### config.mk
export PLATFORM = sky130hd
export DESIGN_NAME = idecode
export DESIGN_NICKNAME = d
export VERILOG_FILES = /design/src/rtl/mips_defs_pkg.sv /design/src/rtl/idecode_regfile.sv /design/src/rtl/idecode.sv
export SDC_FILE = /design/constraint.sdc
export NUM_CORES = 2
export LEC_CHECK = 0
export ABC_AREA = 0
export CAP_MARGIN = 10
export CORE_ASPECT_RATIO = 1.5
export CORE_MARGIN = 2
export CORE_UTILIZATION = 55
export DETAILED_ROUTE_END_ITERATION = 8
export PLACE_DENSITY = 0.77
export SLEW_MARGIN = 20
export SYNTH_ARGS = -nofsm -noshare
export SYNTH_HDL_FRONTEND = slang
export SYNTH_SLANG_ARGS = --single-unit
### constraint.sdc
create_clock -name clk -period 86.7 [get_ports clk]
set_input_delay 26.01 -clock clk [delete_from_list [all_inputs] [get_ports clk]]
set_output_delay 26.01 -clock clk [all_outputs]
set_load 0.005 [all_outputs]
### src/rtl/mips_defs_pkg.sv
// Shared MIPS definitions for the decode stage: opcodes, ALUOp encodings,
// control-bundle bit positions and the main-control decode function.
// Optional feature macro used by this slice: IDECODE_BYPASS_EN (regfile).
package mips_defs;

    localparam logic [5:0] OP_RTYPE = 6'h00;
    localparam logic [5:0] OP_LW    = 6'h23;
    localparam logic [5:0] OP_SW    = 6'h2B;
    localparam logic [5:0] OP_BEQ   = 6'h04;

    localparam logic [1:0] ALUOP_ADD   = 2'b00;
    localparam logic [1:0] ALUOP_SUB   = 2'b01;
    localparam logic [1:0] ALUOP_FUNCT = 2'b10;

    // wb bundle: {RegWrite, MemtoReg}
    localparam int WB_REGWRITE = 1;
    localparam int WB_MEMTOREG = 0;
    // m bundle: {Branch, MemRead, MemWrite}
    localparam int M_BRANCH    = 2;
    localparam int M_MEMREAD   = 1;
    localparam int M_MEMWRITE  = 0;
    // ex bundle: {RegDst, ALUOp[1:0], ALUSrc}
    localparam int EX_REGDST   = 3;
    localparam int EX_ALUOP_HI = 2;
    localparam int EX_ALUOP_LO = 1;
    localparam int EX_ALUSRC   = 0;

    typedef struct packed {
        logic [1:0] wb;
        logic [2:0] m;
        logic [3:0] ex;
    } ctrl_t;

    // Main control; unknown opcodes decode to an all-zero bubble.
    function automatic ctrl_t decode_ctrl(input logic [5:0] opcode);
        ctrl_t c;
        c = '0;
        case (opcode)
            OP_RTYPE: begin
                c.wb[WB_REGWRITE]               = 1'b1;
                c.ex[EX_REGDST]                 = 1'b1;
                c.ex[EX_ALUOP_HI:EX_ALUOP_LO]   = ALUOP_FUNCT;
            end
            OP_LW: begin
                c.wb[WB_REGWRITE]               = 1'b1;
                c.wb[WB_MEMTOREG]               = 1'b1;
                c.m[M_MEMREAD]                  = 1'b1;
                c.ex[EX_ALUSRC]                 = 1'b1;
                c.ex[EX_ALUOP_HI:EX_ALUOP_LO]   = ALUOP_ADD;
            end
            OP_SW: begin
                c.m[M_MEMWRITE]                 = 1'b1;
                c.ex[EX_ALUSRC]                 = 1'b1;
                c.ex[EX_ALUOP_HI:EX_ALUOP_LO]   = ALUOP_ADD;
            end
            OP_BEQ: begin
                c.m[M_BRANCH]                   = 1'b1;
                c.ex[EX_ALUOP_HI:EX_ALUOP_LO]   = ALUOP_SUB;
            end
            default: c = '0;
        endcase
        return c;
    endfunction

endpackage

### src/rtl/idecode_regfile.sv
// 32x32 register file, two combinational reads, one synchronous write.
// r0 always reads zero and is never written.
// IDECODE_BYPASS_EN: a same-cycle write to a read register is forwarded.
module regfile
    import mips_defs::*;
(
    input  logic        clk,
    input  logic        rst,
    input  logic [4:0]  i_raddr1,
    input  logic [4:0]  i_raddr2,
    output logic [31:0] o_rdata1,
    output logic [31:0] o_rdata2,
    input  logic        i_we,
    input  logic [4:0]  i_waddr,
    input  logic [31:0] i_wdata
);

    logic [31:0] r_mem [0:31];
    logic        w_we;

    assign w_we = i_we && (i_waddr != 5'd0);

    // Storage update; reset clears every register.
    always_ff @(posedge clk or posedge rst) begin
        if (rst) begin
            for (int i = 0; i < 32; i++) begin
                r_mem[i] <= '0;
            end
        end else if (w_we) begin
            r_mem[i_waddr] <= i_wdata;
        end
    end

    // Read ports with r0 forced to zero and optional write-through.
    always_comb begin
        o_rdata1 = '0;
        o_rdata2 = '0;
        if (i_raddr1 != 5'd0) begin
            o_rdata1 = r_mem[i_raddr1];
        end
        if (i_raddr2 != 5'd0) begin
            o_rdata2 = r_mem[i_raddr2];
        end
`ifdef IDECODE_BYPASS_EN
        if (w_we && (i_waddr == i_raddr1)) begin
            o_rdata1 = i_wdata;
        end
        if (w_we && (i_waddr == i_raddr2)) begin
            o_rdata2 = i_wdata;
        end
`else
        // Without bypass the old value is returned; hazards are handled upstream.
`endif
    end

endmodule

### src/rtl/idecode.sv
// MIPS instruction-decode stage: register read, sign extension, main
// control decode and the ID/EX pipeline latch with branch squash.
// Optional feature macro: IDECODE_BYPASS_EN (write-through in regfile).
module idecode
    import mips_defs::*;
(
    input  logic        clk,
    input  logic        rst,
    input  logic [31:0] IF_ID_instr,
    input  logic [31:0] IF_ID_npc,
    input  logic        EX_MEM_PCSrc,
    input  logic        MEM_WB_RegWrite,
    input  logic [4:0]  MEM_WB_WriteReg,
    input  logic [31:0] MEM_WB_WriteData,
    output logic [1:0]  ID_EX_wb,
    output logic [2:0]  ID_EX_m,
    output logic [3:0]  ID_EX_ex,
    output logic [31:0] ID_EX_npc,
    output logic [31:0] ID_EX_readdat1,
    output logic [31:0] ID_EX_readdat2,
    output logic [31:0] ID_EX_sign_ext,
    output logic [4:0]  ID_EX_instr_2016,
    output logic [4:0]  ID_EX_instr_1511
);

    logic [5:0]  w_opcode;
    logic [4:0]  w_rs;
    logic [4:0]  w_rt;
    logic [4:0]  w_rd;
    logic [15:0] w_imm;
    logic [31:0] w_rdata1;
    logic [31:0] w_rdata2;
    logic [31:0] w_sign_ext;
    ctrl_t       w_ctrl;

    assign w_opcode   = IF_ID_instr[31:26];
    assign w_rs       = IF_ID_instr[25:21];
    assign w_rt       = IF_ID_instr[20:16];
    assign w_rd       = IF_ID_instr[15:11];
    assign w_imm      = IF_ID_instr[15:0];
    assign w_sign_ext = {{16{w_imm[15]}}, w_imm};

    regfile u_regfile (
        .clk      (clk),
        .rst      (rst),
        .i_raddr1 (w_rs),
        .i_raddr2 (w_rt),
        .o_rdata1 (w_rdata1),
        .o_rdata2 (w_rdata2),
        .i_we     (MEM_WB_RegWrite),
        .i_waddr  (MEM_WB_WriteReg),
        .i_wdata  (MEM_WB_WriteData)
    );

    // Main control decode from the opcode.
    always_comb begin
        w_ctrl = decode_ctrl(w_opcode);
    end

    // ID/EX latch; a taken branch turns the control bundles into a bubble.
    always_ff @(posedge clk or posedge rst) begin
        if (rst) begin
            ID_EX_wb         <= '0;
            ID_EX_m          <= '0;
            ID_EX_ex         <= '0;
            ID_EX_npc        <= '0;
            ID_EX_readdat1   <= '0;
            ID_EX_readdat2   <= '0;
            ID_EX_sign_ext   <= '0;
            ID_EX_instr_2016 <= '0;
            ID_EX_instr_1511 <= '0;
        end else begin
            if (EX_MEM_PCSrc) begin
                ID_EX_wb <= '0;
                ID_EX_m  <= '0;
                ID_EX_ex <= '0;
            end else begin
                ID_EX_wb <= w_ctrl.wb;
                ID_EX_m  <= w_ctrl.m;
                ID_EX_ex <= w_ctrl.ex;
            end
            ID_EX_npc        <= IF_ID_npc;
            ID_EX_readdat1   <= w_rdata1;
            ID_EX_readdat2   <= w_rdata2;
            ID_EX_sign_ext   <= w_sign_ext;
            ID_EX_instr_2016 <= w_rt;
            ID_EX_instr_1511 <= w_rd;
        end
    end

endmodule

* Word-level counts from Yosys, hierarchy flattened
Cells that the tools add are included.
Storage, ports and cells: memories 0, latch bits 0, bits in writable memories 0, ROM bits 0, register bits 1155, word-level logic and storage cells 80, input bits 105
Operators by class: multipliers 0, shifts and indexed selects 0, divide/modulo/power cells 0, $add $sub $neg 0, order comparisons 4, bitwise logic cells 3, reduce and logical (&&, ||, !) cells 8, multiplexer cells 21, equal/unequal tests 3
Operators by type and width (count):
- 1024-bit bitwise mux | 1
- 32-bit binary-select mux with 5-bit select | 2
- 32-bit 2-to-1 mux | 7
- 32-bit demux with 5-bit select | 1
- 6-bit greater-or-equal comparator (second input constant) | 3
- 5-bit NOT with 6-bit output | 3
- 5-bit nonzero test | 3
- 6-bit == test (second input constant) | 2
- 6-bit by 3-bit == test with 1-bit output (second input constant) | 1
- 6-bit logical NOT | 1
- 6-bit by 1-bit < comparator with 1-bit output (second input constant) | 1
- 1-bit 2-to-1 mux | 6
- 4-bit 2-to-1 mux | 1
- 2-bit one-hot mux with 2 select lines | 1
- 2-bit OR reduction | 2
- 3-bit 2-to-1 mux | 1
- 1-bit logical AND | 2
- 2-bit 2-to-1 mux | 1

* Longest topological paths before layout
depth after elaboration 6, gate-level depth with buffers 7, depth with buffers taken out 4

* Modules after synthesis
Synthesis repeated with hierarchy kept, for this count alone.
Unflattened totals: cell total of the unflattened synthesis 3774, area, all modules 58128.2 µm²
By module, submodules not included:
- regfile | cells each 3614, sequential area each 25624.6 µm², times used 1, area an instance 54773.8 µm²
- idecode | cells each 160, sequential area each 3103.0 µm², times used 1, area an instance 3354.5 µm²

* Worst setup path before layout
Ideal clock, no wire load.
kind in2reg, start in IF_ID_instr[16], end reg ID_EX_readdat2[10], data required time 86.553 ns, cell stages on the path 6, arrival 27.284 ns, setup slack 59.270 ns, path buffers 2, cells stage by stage buf_2 > buf_4 > mux4_2 > nor2b_1 > a211oi_1 > a311oi_1
Between the ends: word-level cells in the longest chain between the ends 5, elaborated cells between the ends (all ways) 6
Ends and longest elaborated chain:
- start: declaration | line idecode.sv:9 | input logic [31:0] IF_ID_instr,
- 5-bit NOT with 6-bit output (not written as such) | line idecode_regfile.sv:42 | o_rdata2 = r_mem[i_raddr2];
- 32-bit binary-select mux with 5-bit select | line idecode_regfile.sv:42
- 32-bit 2-to-1 mux (not written as such) (2 in a row) | line idecode_regfile.sv:42
- 32-bit 2-to-1 mux * | line idecode_regfile.sv:41 | if (i_raddr2 != 5'd0) begin
- named net u_regfile.o_rdata2[10] | line idecode_regfile.sv:12 | output logic [31:0] o_rdata2,
- end signal: assignment | line idecode.sv:84 | ID_EX_readdat2 <= w_rdata2;
- end: declaration | line idecode.sv:20 | output logic [31:0] ID_EX_readdat2,
Mark *: on every way through the listed nets, which the timed path passes. The rest lies on a longest branch. The select of a mux whose other input is x is not followed. A chain may end at the register's enable or synchronous reset.

==> impl_metrics.yaml <==
run_status:
  status: "complete, no violations"
grt:
  grt_overflow_total: 0
  grt_pass1_vias: 38300
  grt_antenna_before_repair: 4
  grt_pass1_wl_mm: 254
  grt_usage_pct: 32.3
  grt_max_degree: 188
clock_network:
  cts_root_buffer: "clkbuf_16"
  numCtsBuffers: 109
  clockBufferDepth: 3
  clk_pin_slew_ns: 0.06
  h-tree-depth: 3
  cts_tree: "done"
  postCtsSetupRepairBufs: 0
  clock_latency_ns: 0.72
  cts_resized: 0
  cts.sinks: 1148
  cts_hold_buf: 0
routing:
  drtAntennaViolNets: 0
  wl_met2_mm: 83.3
  drt_wl_total_mm: 171
  drc: 0
  post_drt_wl_per_cell_um: 32.6
  vias_per_cell: 6.95
  wl_met1_mm: 63.0
  top_layer: "met5"
  num_vias: 36500
  drt-pass1-iter-count: 6
  wl_met3_mm: 15.2
  drt-initial-drc-count: 3546
sta:
  final.setup.tns_ns: 0
  tightestPinTransition_ns: 1.13
  clock.fmax_mhz: 33.5
  drv_slew: 0
  finalHoldViolCount: 0
  fin_crit_ns: 29.85
  fin_skew_ns: 0.0189
  period_share_pct: 34.4
  grt_setup_unrepaired: "false"
  slew_headroom_pct: 24.7
  setup_viol: 0
final_layout:
  finalInstanceArea_um2: 64400
  nets: 3874
  diodes: 0
  area_delta_synth_final_pct: 11.0
  post-route-util_pct: 61.7
  drive_gt1_share_pct: 47.1
yosys:
  ys_types: 39
  yosys.area.top_type: "dfrtp_1"
  synth_area_leaders: "dfrtp_1, mux2_2, mux4_2, mux2i_1, buf_4"
  async_flop_share_pct: 100
  synth_seq_cells: 1148
  synth_top_area_share_pct: 49.6
  synthCells: 3771
  synth_edf_count: 0
  syn-num-nets: 3876
  yosysWarnings: 0
  synth_area_um2: 58000
  yosysSeqAreaShare_pct: 49.6
  syn_avg_cell_area_um2: 15.4
  synth_flop_cell: "dfrtp_1"
die:
  dieArea_um2: 108000
  core_um2: 104000
  initial_utilization_pct: 55.6
  fp.dieH_um: 402
  fp.dieW_um: 269
  num_rows: 145
  io_pins: 252
placed_design:
  gp_congestion: 0.814
  port_buffers: 251
  dpl-instance-area_um2: 60700
  hpwl_mm: 93.2
worst_setup_path:
  crit_type: "primary input to async pin"
  worst_setup_path_end_kind: "async pin"
  worstPathArrival_ns: 30.58
  cp_max_fo: 178
  start_kind: "primary input"
  worstPathRequired_ns: 87.43
power_and_ir_drop:
  power_density_nw_per_um2: 22.9
  p_leak_nw: 27.4
  peakVddDrop_v: 0.0000147
hold_path:
  hold_class: "flop to flop"
flow_run:
  drv_cap: 0
[Yosys cell counts, drive strengths merged (4+ instances only)]
cell / n
nor3b: 6
o21ai: 112
nand2: 49
a211oi: 64
a311oi: 64
nor2: 24
dfrtp: 1148
a22oi: 64
mux2i: 128
o2111ai: 16
nand3b: 4
mux2: 1056
buf: 255
or2: 4
nor2b: 69
a221oi: 48
mux4: 448
clkbuf: 192
[metal layers]
metal  global-route usage, %  vias up
met5                       0        -
met4                    15.9        8
met3                    6.99      529
met2                    51.9     1898
met1                    41.7    19600
li1                        -    14400
[critical path: stages]
cell and delay, ns:
clkdlybuf4s50_1 0.49, inv_8 0.60, buf_4 0.85, buf_12 0.72
buf_12 0.77, buf_4 0.79
[registers in the layout (all words and copies together) (netlist names), 5 cells and up]
signal            flops
ID_EX_readdat2       32
ID_EX_readdat1       32
ID_EX_npc            32
ID_EX_sign_ext       11
ID_EX_instr_1511      5
ID_EX_instr_2016      5
u_regfile.r_mem    1024
[report_power, final]
group          internal (mW)  switching, mW  leakage (nW)
Combinational          0.174          0.107          11.0
Sequential             0.632         0.0700          14.6
Clock                  0.277          0.210          1.79
[kinds of logic (layout without fill, tap and decap cells)]
| kind of cell | Yosys count | count (layout) | share of synthesized area [%] |
|---|---|---|---|
| DFF | 1148 | 1148 | 49.6 |
| AOI/OAI and AO/OA | 368 | 368 | 4.57 |
| and+or+nand+nor | 173 | 173 | 1.63 |
| muxes | 1632 | 1632 | 40.1 |
| buffers and inverters | 450 | 531 | 4.12 |
[cells in the final DEF (no fill, tap or decap), drive strengths merged, types with 3 or more instances in the layout]
master / netlist / layout
a22oi: 64 / 64
dfrtp: 1148 / 1148
bufinv: 0 / 6
clkbuf: 192 / 162
or2: 4 / 4
o21ai: 112 / 112
nor2b: 69 / 69
a221oi: 48 / 48
a311oi: 64 / 64
buf: 255 / 98
nor3b: 6 / 6
nor3: 3 / 3
inv: 3 / 3
mux4: 448 / 448
a211oi: 64 / 64
nand3b: 4 / 4
nand2: 49 / 49
clkdlybuf4s50: 0 / 236
and2: 3 / 3
nor2: 24 / 24
o2111ai: 16 / 16
clkinv: 0 / 24
mux2: 1056 / 1056
mux2i: 128 / 128
[final timing paths]
kind,startpoint,end,slack (ns),cells past startpoint
setup / recovery,rst,ID_EX_npc[0],56.85,6
min in group asynchronous,rst,u_regfile.r_mem[960],25.88,2
setup reg to reg,u_regfile.r_mem[299],ID_EX_readdat1[11],84.84,4
max in group clk,IF_ID_instr[22],ID_EX_readdat1[15],57.98,7
hold / removal,u_regfile.r_mem[993],u_regfile.r_mem[993],0.39,0
hold reg to reg,u_regfile.r_mem[993],u_regfile.r_mem[993],0.39,0
[cell type report]
class,count,area (µm²)
Clock buffer,162,3270
Timing Repair Buffer,334,3220
Sequential cell,1148,28700
Multi-Input combinational cell,2173,27000
Inverter,3,22.5
Fill cell,7629,40000
Tap cell,1396,1750
Clock inverter,32,323
[stage by stage]
stage               hold slack, ns  setup slack [ns]  std cells  power, mW
floorplan                    0.441             28.36       3771      0.907
global placement             0.377             55.74       5052      0.974
detailed placement           0.382             55.70       5052      0.989
CTS                          0.398             56.47       5246       1.47
global route                 0.409             56.11       5248       1.53
finish                       0.393             56.85       5248       1.47
Power figures use the tool's default switching activity.
